### src/rtl/dft64_pkg.sv
// Shared constants, sample type and sender state encoding for the dft64 frame loader.
package dft64_pkg;
  localparam int SAMPLE_W     = 16;
  localparam int LANES        = 8;
  localparam int FRAME        = 64;
  localparam int DONE_TIMEOUT = 6;

  typedef logic signed [SAMPLE_W-1:0] sample_t;

  typedef enum logic [1:0] {
    ST_IDLE      = 2'd0,
    ST_SEND      = 2'd1,
    ST_WAIT_DONE = 2'd2
  } send_state_e;
endpackage

### src/rtl/dft64_loader_if.sv
// Sample stream in, packed beats out, done back from the dft64 core.
interface dft64_loader_if;
  import dft64_pkg::*;

  logic                      s_valid;
  logic                      s_ready;
  sample_t                   s_data;
  logic [LANES*SAMPLE_W-1:0] samples;
  logic                      rel;
  logic                      done;

  modport slave (
    input  s_valid, s_data, done,
    output s_ready, samples, rel
  );

  modport master (
    output s_valid, s_data, done,
    input  s_ready, samples, rel
  );
endinterface

### src/rtl/dft64_frame_buf.sv
// Two-bank sample store: one sample written per cycle, one full beat of LANES samples read.
module dft64_frame_buf #(
  parameter int SAMPLE_W = dft64_pkg::SAMPLE_W,
  parameter int LANES    = dft64_pkg::LANES,
  parameter int FRAME    = dft64_pkg::FRAME
) (
  input  logic                         clk,
  input  logic                         wr_en,
  input  logic                         wr_bank,
  input  logic [$clog2(FRAME)-1:0]     wr_idx,
  input  logic [SAMPLE_W-1:0]          wr_data,
  input  logic                         rd_bank,
  input  logic [$clog2(FRAME/LANES)-1:0] rd_beat,
  output logic [LANES*SAMPLE_W-1:0]    rd_data
);
  import dft64_pkg::*;

  localparam int LANE_W = $clog2(LANES);

  logic [SAMPLE_W-1:0] mem_q [2*FRAME];

  always_ff @(posedge clk) begin
    if (wr_en) begin
      mem_q[{wr_bank, wr_idx}] <= wr_data;
    end
  end

  // Lane 0 (the earliest sample of the beat) lands in the most significant slot.
  always_comb begin
    rd_data = '0;
    for (int i = 0; i < LANES; i++) begin
      rd_data[(LANES-1-i)*SAMPLE_W +: SAMPLE_W] = mem_q[{rd_bank, rd_beat, LANE_W'(i)}];
    end
  end
endmodule

### src/rtl/dft64_loader.sv
// Ping-pong frame loader: buffers 64-sample frames and streams each as 8 packed beats to dft64.
module dft64_loader #(
  parameter int SAMPLE_W     = dft64_pkg::SAMPLE_W,
  parameter int LANES        = dft64_pkg::LANES,
  parameter int FRAME        = dft64_pkg::FRAME,
  parameter int DONE_TIMEOUT = dft64_pkg::DONE_TIMEOUT
) (
  input  logic          clk,
  input  logic          areset_n,
  dft64_loader_if.slave bus,
  output logic          busy,
  output logic          err_timeout
);
  import dft64_pkg::*;

  localparam int IDX_W  = $clog2(FRAME);
  localparam int BEAT_W = $clog2(FRAME / LANES);
  localparam int WAIT_W = $clog2(DONE_TIMEOUT + 1);
  localparam int DATA_W = LANES * SAMPLE_W;

  localparam logic [IDX_W-1:0]  LAST_IDX  = IDX_W'(FRAME - 1);
  localparam logic [BEAT_W-1:0] LAST_BEAT = BEAT_W'(FRAME / LANES - 1);
  localparam logic [WAIT_W-1:0] LAST_WAIT = WAIT_W'(DONE_TIMEOUT - 1);

  localparam logic [1:0] IDLE      = ST_IDLE;
  localparam logic [1:0] SEND      = ST_SEND;
  localparam logic [1:0] WAIT_DONE = ST_WAIT_DONE;

  logic [1:0]        rst_sync_q;
  logic              rst_n;
  logic [1:0]        state_q, state_d;
  logic [IDX_W-1:0]  wr_idx_q, wr_idx_d;
  logic              wr_bank_q, wr_bank_d;
  logic              rd_bank_q, rd_bank_d;
  logic [1:0]        full_q, full_d;
  logic [BEAT_W-1:0] beat_q, beat_d, rd_beat;
  logic [WAIT_W-1:0] wait_q, wait_d;
  logic              rel_q, rel_d;
  logic [DATA_W-1:0] samples_q, samples_d, rd_data;
  logic              s_ready, accept, release_bank;

  // Reset asserts asynchronously but releases two clock edges later.
  always_ff @(posedge clk or negedge areset_n) begin
    if (!areset_n) rst_sync_q <= 2'b00;
    else           rst_sync_q <= {rst_sync_q[0], 1'b1};
  end
  assign rst_n = rst_sync_q[1];

  assign s_ready = !(full_q[0] && full_q[1]);
  assign accept  = bus.s_valid && s_ready;
  assign rd_beat = (state_q == SEND) ? beat_q + 1'b1 : '0;

  dft64_frame_buf #(
    .SAMPLE_W (SAMPLE_W),
    .LANES    (LANES),
    .FRAME    (FRAME)
  ) u_buf (
    .clk     (clk),
    .wr_en   (accept),
    .wr_bank (wr_bank_q),
    .wr_idx  (wr_idx_q),
    .wr_data (bus.s_data),
    .rd_bank (rd_bank_q),
    .rd_beat (rd_beat),
    .rd_data (rd_data)
  );

  always_comb begin
    state_d      = state_q;
    wr_idx_d     = wr_idx_q;
    wr_bank_d    = wr_bank_q;
    rd_bank_d    = rd_bank_q;
    full_d       = full_q;
    beat_d       = beat_q;
    wait_d       = wait_q;
    rel_d        = 1'b0;
    samples_d    = samples_q;
    release_bank = 1'b0;

    if (accept) begin
      wr_idx_d = (wr_idx_q == LAST_IDX) ? '0 : wr_idx_q + 1'b1;
      if (wr_idx_q == LAST_IDX) begin
        full_d[wr_bank_q] = 1'b1;
        wr_bank_d         = ~wr_bank_q;
      end
    end

    case (state_q)
      IDLE: begin
        if (full_q[rd_bank_q]) begin
          state_d   = SEND;
          beat_d    = '0;
          rel_d     = 1'b1;
          samples_d = rd_data;
        end
      end
      SEND: begin
        if (beat_q == LAST_BEAT) begin
          state_d = WAIT_DONE;
          wait_d  = '0;
        end else begin
          beat_d    = beat_q + 1'b1;
          rel_d     = 1'b1;
          samples_d = rd_data;
        end
      end
      WAIT_DONE: begin
        if (bus.done || wait_q == LAST_WAIT) release_bank = 1'b1;
        else                                 wait_d       = wait_q + 1'b1;
      end
      default: state_d = IDLE;
    endcase

    // The bank being released is never the one that just completed filling.
    if (release_bank) begin
      full_d[rd_bank_q] = 1'b0;
      rd_bank_d         = ~rd_bank_q;
      state_d           = IDLE;
    end
  end

  always_ff @(posedge clk or negedge rst_n) begin
    if (!rst_n) begin
      state_q   <= IDLE;
      wr_idx_q  <= '0;
      wr_bank_q <= 1'b0;
      rd_bank_q <= 1'b0;
      full_q    <= 2'b00;
      beat_q    <= '0;
      wait_q    <= '0;
      rel_q     <= 1'b0;
      samples_q <= '0;
    end else begin
      state_q   <= state_d;
      wr_idx_q  <= wr_idx_d;
      wr_bank_q <= wr_bank_d;
      rd_bank_q <= rd_bank_d;
      full_q    <= full_d;
      beat_q    <= beat_d;
      wait_q    <= wait_d;
      rel_q     <= rel_d;
      samples_q <= samples_d;
    end
  end

  assign bus.s_ready  = s_ready;
  assign bus.rel      = rel_q;
  assign bus.samples  = samples_q;
  assign busy         = (state_q == SEND) || (state_q == WAIT_DONE);
  assign err_timeout  = (state_q == WAIT_DONE) && !bus.done && (wait_q == LAST_WAIT);
endmodule
### src/flat_wrapper.sv
// flat-port wrapper written by rule: the top's interface ports become plain ports
module dft64_loader_flat import dft64_pkg::*;
#(
  parameter int SAMPLE_W     = dft64_pkg::SAMPLE_W,
  parameter int LANES        = dft64_pkg::LANES,
  parameter int FRAME        = dft64_pkg::FRAME,
  parameter int DONE_TIMEOUT = dft64_pkg::DONE_TIMEOUT
)
  (clk, areset_n, busy, err_timeout, bus_s_valid, bus_s_data, bus_done, bus_s_ready, bus_samples, bus_rel);
  dft64_loader_if bus_i ();
  input  logic clk;
  input  logic areset_n;
  output logic busy;
  output logic err_timeout;
  input wire logic [$bits(bus_i.s_valid)-1:0] bus_s_valid;
  input wire logic [$bits(bus_i.s_data)-1:0] bus_s_data;
  input wire logic [$bits(bus_i.done)-1:0] bus_done;
  output wire logic [$bits(bus_i.s_ready)-1:0] bus_s_ready;
  output wire logic [$bits(bus_i.samples)-1:0] bus_samples;
  output wire logic [$bits(bus_i.rel)-1:0] bus_rel;
  assign bus_i.s_valid = bus_s_valid;
  assign bus_i.s_data = bus_s_data;
  assign bus_i.done = bus_done;
  assign bus_s_ready = bus_i.s_ready;
  assign bus_samples = bus_i.samples;
  assign bus_rel = bus_i.rel;
  dft64_loader #(.SAMPLE_W(SAMPLE_W), .LANES(LANES), .FRAME(FRAME), .DONE_TIMEOUT(DONE_TIMEOUT)) u_core (.clk(clk), .areset_n(areset_n), .bus(bus_i), .busy(busy), .err_timeout(err_timeout));
endmodule
### config.mk
export PLATFORM = sky130hd
export DESIGN_NAME = dft64_loader_flat
export DESIGN_NICKNAME = d
export VERILOG_FILES = /design/src/rtl/dft64_pkg.sv /design/src/rtl/dft64_loader_if.sv /design/src/rtl/dft64_frame_buf.sv /design/src/rtl/dft64_loader.sv /design/src/flat_wrapper.sv
export SDC_FILE = /design/constraint.sdc
export NUM_CORES = 2
export LEC_CHECK = 0
export CORE_AREA = 10 10 394 396
export DETAILED_ROUTE_END_ITERATION = 12
export DIE_AREA = 0 0 404 406
export PLACE_DENSITY = 0.77
export SLEW_MARGIN = 0
export SYNTH_ARGS = -nofsm -noshare
export SYNTH_HDL_FRONTEND = slang
export SYNTH_SLANG_ARGS = --single-unit
### constraint.sdc
create_clock -name clk -period 6.25 [get_ports clk]
set_input_delay 1.25 -clock clk [delete_from_list [all_inputs] [get_ports clk]]
set_output_delay 1.25 -clock clk [all_outputs]
set_load 0.05 [all_outputs]
==> impl_metrics.yaml <==
run_status:
  outcome: "completed"
drt:
  wire_per_inst_um: 30.0
  ant_nets: 0
  vias: 50700
  viasPerCell: 6.73
  wl_um: 226000
  initialDrtViolationCount: 6760
  drtPass1Iterations: 5
  drc: 0
sta:
  clock_skew_ps: 28.3
  slew_headroom: 0.0986
  fin_crit_sh: 0.639
  timing.fmax_mhz: 250
  min_period_ps: 4000
  tightest_slew_ps: 1350
  rsz0062_at_grt: "false"
  setup_ws_ps: 2250
  hold_viol_final: 0
  timing.setup.tns_ps: 0
  finalSetupViolations: 0
  final_max_slew_viol_count: 0
logic_synthesis:
  synth_edf_count: 2048
  synth_area_mm2: 0.0878
  netlist_instances: 5282
  async_flop_share: 0.0678
  yosysMostFrequentCell: "edfxtp_1"
  syn_area_per_cell_um2: 16.6
  ys_ff_latch: 2197
  synthTopCellsByCount: "edfxtp_1 (2,048), mux2_2 (551), nor2_1 (263)"
  yosysTopAreaCellShare: 0.701
  synth-main-ff-cell: "edfxtp_1"
  ys_types: 45
  yosysWarnings: 0
  syn-num-nets: 5311
  yosys.area.top_type: "edfxtp_1"
  ys_seq_area_frac: 0.743
  synth_area_leaders: "edfxtp_1 (70%), mux2_2 (7.1%), dfrtp_1 (4.2%)"
clock_tree:
  htree_levels: 4
  clk_pin_slew_ps: 60
  clockBufferDepth: 3
  ctsResizeCount: 0
  clkLatencyLatePin_ps: 840
  cts_buffers: 202
  cts_setup_buffers: 0
  tritoncts: "built"
  cts_hold_buf: 0
  cts_sinks: 2197
  root_buffer: "clkbuf_16"
final_layout:
  seq_area_mm2: 0.0652
  area_growth_syn_to_layout_pct: 12.0
  fin_nets: 5459
  drive_gt1_frac: 0.210
  multi_input_area_mm2: 0.0207
  fill_cells: 9522
power_and_ir_drop:
  power_mw: 42.2
  swShare: 0.336
  switchingPower_mw: 14.2
  cellPowerDensity_mw_per_mm2: 429
  power_frac_seq: 0.418
  p_comb_frac: 0.287
  p_leak_nw: 31.8
  clockPowerShare: 0.295
  ir_drop_mv: 0.421
  power.internal_mw: 28.0
placement:
  place_hpwl_um: 118000
  port_buffers: 151
  place_ws_ps: 1760
  place_congestion: 0.797
floorplan:
  ios: 152
  core_area_mm2: 0.147
  dieWidth_um: 404
  die_area_mm2: 0.164
  rows: 141
  start_util: 0.596
  die_h_um: 406
run:
  drv_cap: 0
critical_path:
  cp.arrival_ps: 2750
  start_kind: "register"
  end_kind: "output pin"
  cp.required_ps: 5000
  cp_max_fo: 5
  worstSetupPathType: "register to output pin"
  reg2regPathDepth: 6
grt:
  antenna_found_initial: 1
  globalRouteMet2Util: 0.432
  grt.busiest_layer: "met2"
  met1_usage: 0.361
  grt_pass1_wl_um: 330000
  grt_max_degree: 141
  grt_pass1_vias: 50700
  grt.total_usage: 0.269
  grt_use_met3: 0.0518
  grt-ovfl-total: 0
min_path:
  hold_class: "register to asynchronous set/reset pin"
layout make-up:
cell class,count,area share
antenna,3,0.0000764
multi-input combinational,2673,0.211
tap,1930,0.0246
timing repair buffer,349,0.0323
clock inverter,93,0.00910
clock buffer,287,0.0593
inverter,7,0.000344
sequential,2197,0.664
final timing paths:
check | start | endpoint | slack [ps]
max | u_core.state_q[0] | err_timeout | 2250
min | u_core.rst_sync_q[1] | u_core.bus.samples[89] | 320
max reg2reg | u_core.beat_q[0] | u_core.bus.samples[37] | 2280
min reg2reg | u_core.rst_sync_q[1] | u_core.bus.samples[89] | 320
max in group asynchronous | u_core.rst_sync_q[1] | u_core.bus.samples[28] | 4700
min in group clk | u_core.rst_sync_q[0] | u_core.rst_sync_q[1] | 360
stage by stage:
stage,instance area (µm²),cells,util,hold slack (ps)
floorplan,87800,5282,-,331
global placement,91500,7156,0.622,318
detailed placement,91500,7156,0.622,320
CTS,98300,7536,0.668,322
global route,98300,7536,0.668,345
finish,98300,7539,0.668,317
critical path: stages, from the launching register on:
cell	delay, ps
dfrtp_1	430
inv_1	120
ha_1	210
inv_1	120
nor3_1	200
clkdlybuf4s50_1	840
power by group through the flow:
stage | clock network, mW | logic (mW) | registers [mW]
after floorplan | 0 | 6.83 | 18.9
after global placement | 0 | 11.7 | 17.9
after detailed placement | 0 | 11.9 | 17.9
after CTS | 12.5 | 12.0 | 17.6
after global routing | 13.1 | 12.7 | 17.7
final | 12.5 | 12.1 | 17.6
per-layer routing:
metal / routed length [µm] / up-vias / part of all wire
met5: 0 / - / 0
li1: - / 21400 / -
met3: 22900 / 474 / 0.10
met4: 9520 / 0 / 0.042
met1: 85300 / 25700 / 0.38
met2: 108000 / 3155 / 0.48
kinds of logic after synthesis:
family	after synthesis	share of synthesized area
AOI/OAI and AO/OA	1297	0.0979
xor gates and xnor gates	6	0.000599
adders and majority gates	9	0.00128
buffers and inverters	412	0.0221
DFF	2197	0.743
muxes	772	0.101
other	1	0.0000427
and+or+nand+nor	588	0.0337
state kept, by name, summed over array words and instances, names as in the netlist:
register and flops:
u_core.rd_bank_q 1, u_core.wr_idx_q 6, u_core.rst_sync_q 2, u_core.bus.rel 1
u_core.bus.samples 128, u_core.wait_q 3, u_core.wr_bank_q 1, u_core.state_q 2
u_core.beat_q 3, u_core.u_buf.mem_q 2048, u_core.full_q 2
cell usage in the layout (no fill, tap or decap), drive strengths merged, types with 2 or more instances in the layout:
cell,n
o21ai,261
xor2,2
o32ai,127
nand2b,3
dfrtp,149
clkdlybuf4s50,135
or2,5
clkinv,72
buf,214
nor3,128
mux2,642
nand3b,133
edfxtp,2048
nor2,263
a2111o,127
clkbuf,287
nand2,26
a31oi,128
clkinvlp,2
inv,9
a21oi,260
ha,9
or3b,2
nand4,2
mux2i,130
xnor2,4
nor2b,5
nor4,4
a21o,3
o21a,128
nand3,11
o31ai,2
and2,3
diode,3
bufinv,17
o22ai,257
Power figures use the tool's default switching activity.
